## src/rtl/i2c_target.sv

```systemverilog
// I2C target with a byte-addressed register file (pointer byte, then data).
// Ports: clk_i/rst_n_i, scl_i/sda_i in, sda_oe_o/busy_o/wr_stb_o out, dbg read.
module i2c_target #(
  parameter logic [6:0] SLV_ADDR  = 7'h50,
  parameter int         MEM_DEPTH = 16,
  parameter int         PTR_W     = $clog2(MEM_DEPTH)
) (
  input  logic             clk_i,
  input  logic             rst_n_i,
  input  logic             scl_i,
  input  logic             sda_i,
  output logic             sda_oe_o,
  output logic             busy_o,
  output logic             wr_stb_o,
  input  logic [PTR_W-1:0] dbg_addr_i,
  output logic [7:0]       dbg_data_o
);

  typedef enum logic [3:0] {
    S_IDLE, S_ADDR, S_AACK, S_PTR, S_WDATA,
    S_WACK, S_RDATA, S_RACK, S_IGNORE
  } state_t;

  state_t           state;
  logic [7:0]       mem [MEM_DEPTH];
  logic [PTR_W-1:0] ptr;
  logic [PTR_W-1:0] ptr_inc;
  logic [7:0]       sh;
  logic [7:0]       sh_nx;
  logic [3:0]       cnt;

  logic scl_m, scl_s, scl_q;
  logic sda_m, sda_s, sda_q;
  logic scl_rise, scl_fall;
  logic start_c, stop_c;

  assign scl_rise = scl_s & ~scl_q;
  assign scl_fall = ~scl_s & scl_q;
  // SCL must be high on both samples so a data change never looks like START/STOP
  assign start_c  = scl_s & scl_q & sda_q & ~sda_s;
  assign stop_c   = scl_s & scl_q & ~sda_q & sda_s;

  assign sh_nx      = {sh[6:0], sda_s};
  assign ptr_inc    = ptr + 1'b1;
  assign dbg_data_o = mem[dbg_addr_i];

  always_ff @(posedge clk_i) begin
    if (!rst_n_i) begin
      scl_m    <= 1'b1;
      scl_s    <= 1'b1;
      scl_q    <= 1'b1;
      sda_m    <= 1'b1;
      sda_s    <= 1'b1;
      sda_q    <= 1'b1;
      state    <= S_IDLE;
      ptr      <= '0;
      sh       <= '0;
      cnt      <= '0;
      sda_oe_o <= 1'b0;
      busy_o   <= 1'b0;
      wr_stb_o <= 1'b0;
      for (int i = 0; i < MEM_DEPTH; i++) mem[i] <= '0;
    end else begin
      scl_m    <= scl_i;
      scl_s    <= scl_m;
      scl_q    <= scl_s;
      sda_m    <= sda_i;
      sda_s    <= sda_m;
      sda_q    <= sda_s;
      wr_stb_o <= 1'b0;
      if (start_c) begin
        state    <= S_ADDR;
        cnt      <= '0;
        sda_oe_o <= 1'b0;
      end else if (stop_c) begin
        state    <= S_IDLE;
        busy_o   <= 1'b0;
        sda_oe_o <= 1'b0;
      end else begin
        unique case (state)
          S_ADDR, S_PTR, S_WDATA: begin
            if (scl_rise) begin
              sh  <= sh_nx;
              cnt <= cnt + 4'd1;
              if (cnt == 4'd7) begin
                if (state == S_ADDR) begin
                  if (sh_nx[7:1] == SLV_ADDR) begin
                    busy_o <= 1'b1;
                    state  <= S_AACK;
                  end else begin
                    state <= S_IGNORE;
                  end
                end else begin
                  if (state == S_PTR) begin
                    ptr <= sh_nx[PTR_W-1:0];
                  end else begin
                    mem[ptr] <= sh_nx;
                    wr_stb_o <= 1'b1;
                    ptr      <= ptr_inc;
                  end
                  state <= S_WACK;
                end
              end
            end
          end
          // First fall after bit 8 starts the ACK, the second one ends it.
          S_AACK, S_WACK: begin
            if (scl_fall) begin
              if (!sda_oe_o) begin
                sda_oe_o <= 1'b1;
              end else begin
                sda_oe_o <= 1'b0;
                cnt      <= '0;
                if (state == S_WACK) begin
                  state <= S_WDATA;
                end else if (!sh[0]) begin
                  state <= S_PTR;
                end else begin
                  // first read bit goes out on this same fall
                  sda_oe_o <= ~mem[ptr][7];
                  sh       <= {mem[ptr][6:0], 1'b0};
                  cnt      <= 4'd1;
                  state    <= S_RDATA;
                end
              end
            end
          end
          S_RDATA: begin
            if (scl_fall) begin
              if (cnt == 4'd8) begin
                sda_oe_o <= 1'b0;
                state    <= S_RACK;
              end else begin
                sda_oe_o <= ~sh[7];
                sh       <= {sh[6:0], 1'b0};
                cnt      <= cnt + 4'd1;
              end
            end
          end
          // pointer advances past the byte just sent, on ACK or NACK
          S_RACK: begin
            if (scl_rise) begin
              ptr <= ptr_inc;
              if (!sda_s) begin
                sh    <= mem[ptr_inc];
                cnt   <= '0;
                state <= S_RDATA;
              end else begin
                state <= S_IGNORE;
              end
            end
          end
          default: ;
        endcase
      end
    end
  end

endmodule

```

## config.mk

```make
export PLATFORM = sky130hd
export DESIGN_NAME = i2c_target
export DESIGN_NICKNAME = d
export VERILOG_FILES = /design/src/rtl/i2c_target.sv
export SDC_FILE = /design/constraint.sdc
export NUM_CORES = 1
export LEC_CHECK = 0
export CAP_MARGIN = 20
export CELL_PAD_IN_SITES_DETAIL_PLACEMENT = 1
export CELL_PAD_IN_SITES_GLOBAL_PLACEMENT = 2
export CORE_ASPECT_RATIO = 1.1
export CORE_UTILIZATION = 45
export DETAILED_ROUTE_END_ITERATION = 16
export PLACE_DENSITY = 0.84
export SLEW_MARGIN = 20
export SYNTH_ARGS = -nofsm -noshare
export SYNTH_HDL_FRONTEND = slang
export SYNTH_SLANG_ARGS = --single-unit
```

## constraint.sdc

```tcl
create_clock -name clk_i -period 3.72 [get_ports clk_i]
set_clock_uncertainty 0.1 [all_clocks]
set_input_delay 0.558 -clock clk_i [delete_from_list [all_inputs] [get_ports clk_i]]
set_output_delay 0.558 -clock clk_i [all_outputs]
set_load 0.1 [all_outputs]
```

* Yosys cells after proc, flatten, opt, wreduce, memory -nomap -nowiden
Memory sizes are Yosys's and may differ from the RTL's. A register that Yosys moved wholly into a read port is not among the register bits.
Index checks and enable logic that the tools add are counted.
** Word-level totals
- Memory bits (writable) :: 128
- Word-level logic and storage cells :: 154
- Memories kept :: 1
- Output and inout port bits :: 11
- Register bits :: 29
** Memory list
- mem :: depth 16, width 8, rd ports 3, clocked after Yosys merged registers in 1, write ports 16, RTL line 25 : logic [7:0] mem [MEM_DEPTH];
** Cells by class
- Add/subtract/negate cells :: 2
- Muxes and demuxes :: 69
- Reduce and logical (&&, ||, !) cells :: 22
- Eq/ne operators :: 29
- Bitwise gates (word level) :: 16
** Operators by type and width (count)
- 4-bit two-way mux :: 25
- 8-bit two-way mux :: 10
- 4-bit one-hot mux with 4 select lines :: 2
- 8-bit one-hot mux with 4 select lines :: 1
- 4-bit inequality test (second input constant) :: 7
- 1-bit two-way mux :: 27
- 2-bit inequality test (second input constant) :: 12
- 4-bit by 3-bit == test with 1-bit output (second input constant) :: 5
- 8-bit AND reduction :: 2
- 2-bit nonzero test :: 7
- 12-bit AND reduction :: 1
- 11-bit AND reduction :: 1
- 1-bit NOT :: 9
- 9-bit AND reduction :: 1
- 4-bit by 1-bit adder with 4-bit output (second input constant) :: 2
- 4-bit by 2-bit == test with 1-bit output (second input constant) :: 2
- 4-bit one-hot mux with 2 select lines :: 1
- 8-bit OR reduction :: 1
- 1-bit AND :: 7
- 7-bit == test (second input constant) :: 1
- 7-bit AND reduction :: 1
- 3-bit two-way mux :: 2
- 6-bit AND reduction :: 1
- 6-bit nonzero test :: 1
- other kinds (7) :: 9

* Logic depth before layout (Yosys ltp)
Gate-level depths: netlist (run 1).
- Word-level depth :: 12
- Mapped depth :: 11

* Worst setup path before layout (run 1)
No wires, ideal clock.
- Path kind :: input -> output
- From :: input port dbg_addr_i[0]
- To :: output port dbg_data_o[1]
- Setup slack :: 0.536 ns
- Data required time :: 3.062 ns
- Data arrival time :: 2.526 ns
- Stages :: 4
- Buffers on the path :: 2
- Cells stage by stage :: clkbuf_1 buf_1 mux4_2 mux4_2
** Between the ends
- Cells in the longest elaborated chain, start to end :: 1
** Ends and longest elaborated chain
- start: declaration :: RTL line 15 : input logic [PTR_W-1:0] dbg_addr_i,
- memory read 16 x 8 bit
- end: declaration :: RTL line 16 : output logic [7:0] dbg_data_o
Every way passes these cells.

* Worst setup path after layout (run 1)
- From :: input port dbg_addr_i[1]
- To :: output port dbg_data_o[1]
The elaborated chain is that of the path after synthesis.

==> summary.md, run 1 <==
| Metric | Value |
|---|---|
| Net Count, Synth | `810` |
| Slowest cell on the critical path | `clkdlybuf4s50_1` |
| Post-Route WL | `roughly 32000 um` |
| Final Hold Viols | `0` |
| Vias | `~7600` |
| Crit Path Max Fanout | `24` |
| Final instance area | `around 11000 um2` |
| Combinational power share | `19.2%` |
| Worst path max stage delay | `850 ps` |
| Proportion of layout cells with a drive suffix above 1 | `between 20% and 30%` |
| Post-route setup TNS | `0 ps` |
| Max Buffers Root-to-Sink | `2` |
| Post_cts resized | `0` |
| Final setup vio count | `0` |
| Commonest non-fill, non-tap cells in the layout | `edfxtp_1, mux4_2, nor3_1` |
| Vias in the first global route | `approximately 8000` |
| Critical Path End Type | `output port` |
| Commonest non-fill, non-tap cell in the layout | `edfxtp_1` |
| Starting Density | `between 40 and 50%` |
| Ant diodes | `0` |
| Leakage power | `~0.0035 uW` |
| Max_slew headroom | `a little over a third` |
| Io pins | `19` |
| First-pass GRT wire length | `roughly 49000 um` |
| Reg power frac | `42.9%` |
| Maxcap violations | `0` |
| Worst hold margin | `313 ps` |
| Grt ovf | `0` |
| Gpl congestion | `0.891` |
| CTS root buf | `clkbuf_16` |
| Yosys top cell area share | `39.1%` |
| Starting DRC count in detailed routing | `~760` |
| Row cnt | `56` |
| Post-Place Cell Area | `approximately 10000 um2` |
| Initial antenna violation count | `0` |
| Largest net degree at the start of global routing | `29` |
| Distinct cell type count after synthesis | `between 50 and 60` |
| Routed wire length per instance | `roughly 29 um` |
| WP buf/inv | `3` |
| DRT Pass-1 Iters | `5` |
| DPL Wire Length | `23000 um` |
| TritonCTS clock tree | `yes` |
| Worst vdd ir | `0.000323 V` |
| Max Freq | `0.290 GHz` |
| Ys flop type | `edfxtp_1` |
| Post-Route Utilization | `roughly 52%` |
| Clock network power share | `around 38%` |
| Kind of cell adding the most delay to the critical path | `buffers and inverters` |
| CP Cell Sequence | `clkdlybuf4s50_1, buf_12, mux4_2, mux4_2, buf_12` |
| Clock transition at path regs | `~70 ps` |
| Die height | `157 um` |
| Core ar. | `around 21000 um2` |
| Internal power | `3460 uW` |
| Number of synthesized register bits | `161` |
| CTS sink cnt | `161` |
| Synth async-reset ratio | `0%` |
| R2R Setup Slk | `around 530 ps` |
| Cell area after synthesis | `just under 10000 um2` |
| RSZ-0062 raised after global routing | `false` |
| Die Width | `between 100 and 150 um` |
| Worst slew pin tran | `between 900 and 1000 ps` |
| Power Density | `roughly 460 nW/um2` |
| DRC | `0` |
| Fin. max-slew vios | `0` |
| Number of port buffers | `18` |
| Worst Setup Start Kind | `input port` |
| Seq/Total Area, Yosys | `between 40 and 50%` |
| WP data required | `roughly 3100 ps` |
| Final Critical Period | `3450 ps` |
| Type of the tightest min-delay check | `reg -> reg` |
| Postcts setup bufs | `0` |
| CP arrival | `around 2800 ps` |
| Sw Share | `31.4%` |
| Total track usage | `between 30% and 40%` |
| Leading area contributor after synthesis | `edfxtp_1` |
| Post-DRT Antenna Nets | `0` |
| Top cells by area, synth | `edfxtp_1, mux4_2, dfxtp_1, nor3_1, and2_1` |
| Status | `completed` |
| Critical path class | `in -> out` |
| Period utilisation layout | `~93%` |
| Area growth syn-to-layout | `12.7%` |
| Switch Pwr | `about 1600 uW` |
| Gate Count Post-Synth | `~800` |
| H-tree Lvls | `4` |
| EDFF count, synth | `128` |
| Clock buffer count from CTS | `17` |
| Vias per cell | `between 6 and 7` |
| Yosys warns | `0` |
| Mapped Avg Cell Area | `roughly 12 um2` |
| Hold Buf Count CTS | `0` |
| Final nets | `between 800 and 900` |
| Worst skew pair latency | `between 400 and 500 ps` |
| Fillers | `roughly 2200` |
| Die ar. | `between 20000 and 25000 um2` |
==> layout make-up <==
class,count,area [um2],share of cell area (%)
Multi-Input combinational cell,537,4910,44.4
Timing Repair Buffer,62,611,5.52
Inverter,14,52.6,0.475
Clock inverter,15,195,1.76
Sequential cell,161,4510,40.7
Tap cell,290,363,3.28
Clock buffer,17,425,3.84
==> logic make-up after synthesis <==
group,after synthesis,synth area share (%)
AOI/OAI and AO/OA,114,8.37
xor gates and xnor gates,5,0.637
buffers and inverters,98,4.19
muxes,129,25.0
and+or+nand+nor,283,15.2
DFF,161,45.9
adders and majority gates,6,0.764
==> power groups by stage <==
stage	logic, uW	clock network [uW]	registers, uW
final	969	1910	2160
after global routing	1050	1990	2170
after CTS	964	1920	2160
after detailed placement	955	0	2200
after global placement	911	0	2190
after floorplan	698	0	2120
==> worst reg2reg max path, stage by stage (launching register included) <==
cell	delay, ps
dfxtp_1	420
inv_1	90
ha_1	710
buf_4	410
mux4_2	550
mux2i_1	290
o32ai_1	130
a31oi_1	220
a311oi_1	130
==> routing by layer <==
layer | wire [um] | track usage [%] | part of all wire, %
met1 | 11700 | 37.0 | 37
met2 | 16400 | 52.5 | 52
met3 | 2440 | 5.08 | 7.7
met4 | 1240 | 14.3 | 3.9
met5 | 0 | 0 | 0
==> state kept, by name, indices dropped and copies added (netlist names), named ones only <==
name      flops
sda_m         1
scl_s         1
sh            8
cnt           4
sda_s         1
scl_m         1
busy_o        1
state         4
scl_q         1
sda_q         1
mem         128
sda_oe_o      1
wr_stb_o      1
ptr           4
==> Yosys cell counts, drive strengths merged, types with 6 or more instances <==
library cell	count
a21o	6
a21oi	16
a311oi	9
a31oi	14
a32oi	15
and2	52
and3	6
buf	33
clkbuf	51
dfxtp	33
edfxtp	128
ha	6
inv	9
mux2	6
mux2i	31
mux4	92
nand2	47
nand2b	18
nand3	15
nor2	28
nor3	76
nor4	21
o211ai	6
o21ai	21
o32ai	7
==> path summary, 6_finish.rpt <==
path,start,depth (start not counted),end
setup / recovery,dbg_addr_i[1],5,dbg_data_o[1]
hold / removal,sda_m,1,sda_s
setup reg to reg,ptr[1],8,sh[5]
hold reg to reg,sda_m,1,sda_s
==> stage by stage <==
step / setup WS, ps / cells / total power, uW
floorplan: 536 / 796 / 2820
global placement: 384 / 1064 / 3100
detailed placement: 292 / 1064 / 3150
CTS: 283 / 1096 / 5050
global route: 218 / 1096 / 5210
finish: 266 / 1096 / 5040
Note: power is estimated with default switching activity, not from simulation.
==> inputs of run 2 (changes only) <==
- ABC_AREA: default -> 1
- CORE_UTILIZATION: 45 -> 38
- clock period: 3.72 -> 3.65 ns (I/O delays scaled with it)
==> run 2 against run 1 <==
  * Area after synthesis is 5.7% higher
  * Combinational power up 19%
  * Synthesized cell count increased by 75%
  * First-iteration DRC count rose by 6.8%
  * Register-to-register slack lost 50 ps
  * Final cell count is 59% higher
  * Power grew 0.13%
  * Die area is 25% higher
  * Design area increased by 3.9%
  * Clock power down 8%
  * Largest cell class unchanged
==> summary.md, run 2 <==
| Metric | Value |
|---|---|
| CP Cell Sequence | `clkdlybuf4s50_1, inv_1, buf_4, o21ai_0, o221ai_1, nand2_1, buf_12` |
| Worst vdd ir | `between 0.0003 and 0.0004 V` |
| RSZ-0062 raised after global routing | `false` |
| Post-Route WL | `39800 um` |
| Clock transition at path regs | `roughly 70 ps` |
| Routed wire length per instance | `roughly 23 um` |
| PnR worst setup slack | `between 200 and 300 ps` |
| Final Hold Viols | `0` |
| R2R Setup Slk | `480 ps` |
| Initial antenna violation count | `1` |
| DRC | `0` |
| Top cells by area, synth | `edfxtp_1, nand2_1, nor2_1, o21ai_0, dfxtp_1` |
| EDFF count, synth | `128` |
| Total track usage | `about 30%` |
| Seq/Total Area, Yosys | `about 43%` |
| Vias per cell | `approximately 5.7` |
| Worst path max stage delay | `a little over 800 ps` |
| Largest net degree at the start of global routing | `73` |
| WP buf/inv | `4` |
| Worst slew pin tran | `between 1000 and 1500 ps` |
| Total power | `5050 uW` |
| CP arrival | `between 2000 and 3000 ps` |
| Core ar. | `roughly 27000 um2` |
| Io pins | `19` |
| Gate Count Post-Synth | `~1400` |
| Final nets | `1384` |
| Max_slew headroom | `24.3%` |
| Net Count, Synth | `between 1000 and 1500` |
| Max Buffers Root-to-Sink | `2` |
| Die ar. | `between 20000 and 30000 um2` |
| DRT Pass-1 Iters | `5` |
| Yosys warns | `0` |
| TritonCTS clock tree | `yes` |
| Yosys top cell area share | `37.0%` |
| Critical Path End Type | `output port` |
| Fillers | `approximately 3300` |
| Fin. max-slew vios | `0` |
| Mapped Avg Cell Area | `7.47 um2` |
| Status | `completed` |
| Power Density | `around 440 nW/um2` |
| Cells after DPL | `between 1500 and 2000` |
| Final setup vio count | `0` |
| H-tree Lvls | `4` |
| Die height | `approximately 180 um` |
| Worst skew pair latency | `450 ps` |
| Row cnt | `63` |
| Postcts setup bufs | `0` |
| Clock buffer count from CTS | `17` |
| HP Start | `sda_m` |
| Period utilisation layout | `92.0%` |
| Proportion of layout cells with a drive suffix above 1 | `roughly a tenth` |
| Worst-case reg-to-reg path depth | `9` |
| Most flops, register | `mem` |
| Most common cell in the netlist | `nand2_1` |
| Worst r2r src | `ptr[0]` |
| Register area | `between 4000 and 5000 um2` |
| Distinct cell type count after synthesis | `40` |
| Post-route setup TNS | `0 ps` |
| Worst setup path start | `dbg_addr_i[1]` |
| WP data required | `approximately 3000 ps` |
| Hold Path Depth | `1` |
| Multi-input gate area | `between 5000 and 6000 um2` |
| Number of port buffers | `18` |
| Top Registers | `mem x128, sh x8` |
| Max Freq | `about 0.3 GHz` |
| Maxcap violations | `0` |
| Place WS | `roughly 370 ps` |
| Post_cts resized | `0` |
| Vias in the first global route | `~9800` |
| CTS root buf | `clkbuf_16` |
| Ys flop type | `edfxtp_1` |
| Cell area after synthesis | `slightly above 10000 um2` |
| Leakage power | `~0.0045 uW` |
| Commonest non-fill, non-tap cell in the layout | `nand2_1` |
| Starting Density | `38.6%` |
| First-pass GRT wire length | `just over 60000 um` |
| Area growth syn-to-layout | `10.8%` |
| DPL Wire Length | `around 28000 um` |
| Starting DRC count in detailed routing | `813` |
| Number of synthesized register bits | `between 150 and 200` |
| CTS sink cnt | `between 150 and 200` |
| Hold Buf Count CTS | `0` |
| Slowest cell on the critical path | `clkdlybuf4s50_1` |
| Synth top cells by count | `nand2_1, nor2_1, o21ai_0` |
| Worst Setup Start Kind | `input port` |
| Die Width | `between 150 and 200 um` |
| Post-DRT Antenna Nets | `0` |
| Crit Path Max Fanout | `43` |
| Gpl congestion | `0.908` |
| Fin cells | `about 1700` |
| Critical path class | `in -> out` |
| Grt ovf | `0` |
| Type of the tightest min-delay check | `reg -> reg` |
| Ant diodes | `0` |
| Kind of cell adding the most delay to the critical path | `buffers and inverters` |
| Number of flip-flops in the largest register | `128` |
| Hold EP | `sda_s` |
| Final Critical Period | `approximately 3400 ps` |
| Leading area contributor after synthesis | `edfxtp_1` |
| Synth async-reset ratio | `0%` |
| Commonest non-fill, non-tap cells in the layout | `nand2_1, nor2_1, o21ai_0` |
| R2r endpoint | `sh[4]` |
| Vias | `between 9000 and 10000` |
| Worst hold margin | `around 310 ps` |
run 2: cell count changes after synthesis, moves of 15 or more:
cell and change:
a21oi_1 +109, o21ai_0 +117, inv_1 +104, nand3_1 +109, nor3_1 -74, o211ai_1 +38, nand2b_1 -18, nand2_1 +249
nor2_1 +167, a32oi_1 -15, mux4_2 -91, and2_1 -51, nor4_1 -21, mux2i_1 -31
run 2: worst max path at each step:
stage | endpoint | slack (ps) | depth (start not counted)
final | dbg_data_o[6] | 290 | 7
after global placement | dbg_data_o[6] | 390 | 7
after detailed placement | dbg_data_o[6] | 370 | 7
after CTS | dbg_data_o[6] | 370 | 7
after floorplan | dbg_data_o[3] | 300 | 6
after global routing | dbg_data_o[6] | 180 | 7
run 2: logic make-up after synthesis:
logic type	count (synthesis)	synth area share [%]
adder cells (fa/ha/maj)	6	0.723
buffers and inverters	216	8.42
AO/OA/AOI/OAI	322	17.0
flip-flops	161	43.4
AND/OR/NAND/NOR	680	29.9
XOR/XNOR	5	0.494
run 2: cell type report:
cell class / count / area share [%]
inverter: 128 / 4.18
timing repair buffer: 49 / 4.27
sequential: 161 / 39.2
multi-input combinational: 1013 / 43.5
tap: 357 / 3.89
clock buffer: 18 / 3.73
clock inverter: 14 / 1.16
run 2: report_power, final:
part           switching, uW  internal [uW]
Sequential              84.0           2060
Clock                    849            904
Combinational            834            317
run 2: through the flow:
step	instance area [um2]	util (%)
finish	11500	42.8
floorplan	10400	-
CTS	11500	42.8
global placement	10900	40.7
detailed placement	10900	40.7
global route	11500	42.8
run 2: per-layer routing:
layer	GRT usage, %	part of all wire, %
met1	38.3	44
met2	48.8	47
met3	3.21	5.3
met4	12.9	3.6
met5	0	0.033
==> inputs of run 3 (changes only) <==
- REMOVE_ABC_BUFFERS: default -> 1
- clock period: 3.65 -> 3.3 ns (I/O delays scaled with it)
==> run 3 against run 2 <==
  * Power rose by 14%
  * Hold slack got worse by 5.3 ps
  * Flip-flop and latch count did not move
  * First-iteration DRC count rose by 16%
  * Register-to-register slack improved by 190 ps
  * Final cell count rose by 0.23%
  * Critical endpoint is now dbg_data_o[5]
==> summary.md, run 3 (synthesis gave the netlist of run 2 again) <==
| Metric | Value |
|---|---|
| Postcts setup bufs | `0` |
| DPL Wire Length | `27700 um` |
| Worst path max stage delay | `480 ps` |
| Commonest non-fill, non-tap cell in the layout | `nand2_1` |
| Core ar. | `26900 um2` |
| R2R Setup Slk | `670 ps` |
| Max Buffers Root-to-Sink | `2` |
| Proportion of layout cells with a drive suffix above 1 | `10.0%` |
| Post-Route Utilization | `a little over two fifths` |
| CP Cell Sequence | `clkdlybuf4s50_1, inv_1, buf_12, o21ai_0, o221ai_1, nand2_1, buf_12` |
| Row cnt | `63` |
| Vias per cell | `about 5.6` |
| Hold Buf Count CTS | `0` |
| Leakage power | `between 0.004 and 0.005 uW` |
| Worst-case reg-to-reg path depth | `6` |
| R2r endpoint | `mem[2][6]` |
| Number of flip-flops in the largest register | `roughly 130` |
| Most numerous cell on the critical path | `buf_12` |
| Stages on worst setup path | `7` |
| Die ar. | `28000 um2` |
| Routed wire length per instance | `between 20 and 25 um` |
| Area growth syn-to-layout | `11.9%` |
| Initial antenna violation count | `0` |
| Worst skew pair latency | `440 ps` |
| Worst setup path start | `dbg_addr_i[1]` |
| Post-DRT Antenna Nets | `0` |
| Power Density | `slightly below 500 nW/um2` |
| Commonest non-fill, non-tap cells in the layout | `nand2_1, nor2_1, o21ai_0` |
| Status | `completed` |
| Starting DRC count in detailed routing | `between 900 and 1000` |
| Starting Density | `roughly 39%` |
| Post-Route WL | `39900 um` |
| Worst vdd ir | `between 0.0003 and 0.0004 V` |
| WP data required | `2700 ps` |
| Total power | `about 5700 uW` |
| Crit Path Max Fanout | `43` |
| Number of port buffers | `18` |
| Die height | `between 150 and 200 um` |
| Max Freq | `roughly 0.33 GHz` |
| Die Width | `160 um` |
| CTS root buf | `clkbuf_16` |
| Final setup vio count | `0` |
| Clock transition at path regs | `70 ps` |
| H-tree Lvls | `4` |
| HP Start | `scl_m` |
| Kind of cell adding the most delay to the critical path | `buffers and inverters` |
| Post_cts resized | `0` |
| Largest net degree at the start of global routing | `84` |
| Worst slew pin tran | `around 1000 ps` |
| Final nets | `approximately 1400` |
| Critical Path End Type | `output port` |
| Fin. max-slew vios | `0` |
| Type of the tightest min-delay check | `reg -> reg` |
| Total track usage | `between 20% and 30%` |
| WP buf/inv | `4` |
| Final Critical Period | `just over 3000 ps` |
| Grt ovf | `0` |
| DRC | `0` |
| Clock buffer count from CTS | `17` |
| Worst Setup Start Kind | `input port` |
| Post-route setup TNS | `0 ps` |
| Final instance area | `between 10000 and 15000 um2` |
| Slowest cell on the critical path | `clkdlybuf4s50_1` |
| Gpl congestion | `0.885` |
| Most flops, register | `mem` |
| CTS sink cnt | `around 160` |
| Worst r2r src | `sda_s` |
| Period utilisation layout | `between 90% and 100%` |
| Max_slew headroom | `32.7%` |
| Critical path class | `in -> out` |
| DRT Pass-1 Iters | `5` |
| Io pins | `19` |
| Ant diodes | `0` |
| RSZ-0062 raised after global routing | `false` |
| Final Hold Viols | `0` |
| Vias in the first global route | `between 9000 and 10000` |
| Post-Place Cell Area | `between 10000 and 15000 um2` |
| Top Registers | `mem x128, sh x8` |
| CP arrival | `2450 ps` |
| Vias | `just under 10000` |
| TritonCTS clock tree | `yes` |
| First-pass GRT wire length | `around 61000 um` |
| Maxcap violations | `0` |
| Setup crit end | `dbg_data_o[5]` |
==> run 3: changes by cell type in the layout (fill, tap and decap cells not counted), sizes merged <==
cell           before  now
buf                40   45
bufinv              0    2
clkdlybuf4s50       9    8
clkinv             13   15
inv               128  124
==> run 3: final cells by class <==
| class | instances | area [um2] |
|---|---|---|
| Tap cell | 357 | 447 |
| Clock inverter | 14 | 169 |
| Inverter | 128 | 480 |
| Multi-Input combinational cell | 1013 | 5000 |
| Timing Repair Buffer | 53 | 568 |
| Fill cell | 3339 | 15300 |
| Clock buffer | 18 | 439 |
| Sequential cell | 161 | 4510 |
==> run 3: routing by layer <==
metal / up-vias / share of wire (%) / GRT usage (%) / routed length [um]
met5: - / 0 / 0 / 0
met4: 0 / 4.7 / 15.0 / 1860
met1: 4780 / 42 / 37.6 / 16800
li1: 4653 / - / - / -
met2: 336 / 47 / 49.1 / 18800
met3: 82 / 6.0 / 4.39 / 2400
==> run 3: how the worst min path moves through the flow <==
stage	slack, ps	cells after the start	end
after floorplan	290	1	scl_s
after global placement	300	1	sda_s
after detailed placement	300	1	sda_s
after CTS	320	1	scl_s
after global routing	330	1	sda_s
final	310	1	scl_s
==> run 3: power by group <==
part	internal (uW)	leakage (uW)	switching, uW
logic	362	0.00264	928
clock network	1160	0.000296	915
registers	2280	0.00159	92.5
==> run 3: through the flow <==
| stage | setup WS (ps) | std cells | hold WS [ps] |
|---|---|---|---|
| 5_1_grt | 290 | 1744 | 330 |
| 6_report | 255 | 1744 | 309 |
| 3_3_place_gp | 180 | 1712 | 296 |
| 4_1_cts | 291 | 1744 | 315 |
| 2_1_floorplan | -2520 | 1302 | 293 |
| 3_5_place_dp | 123 | 1712 | 302 |
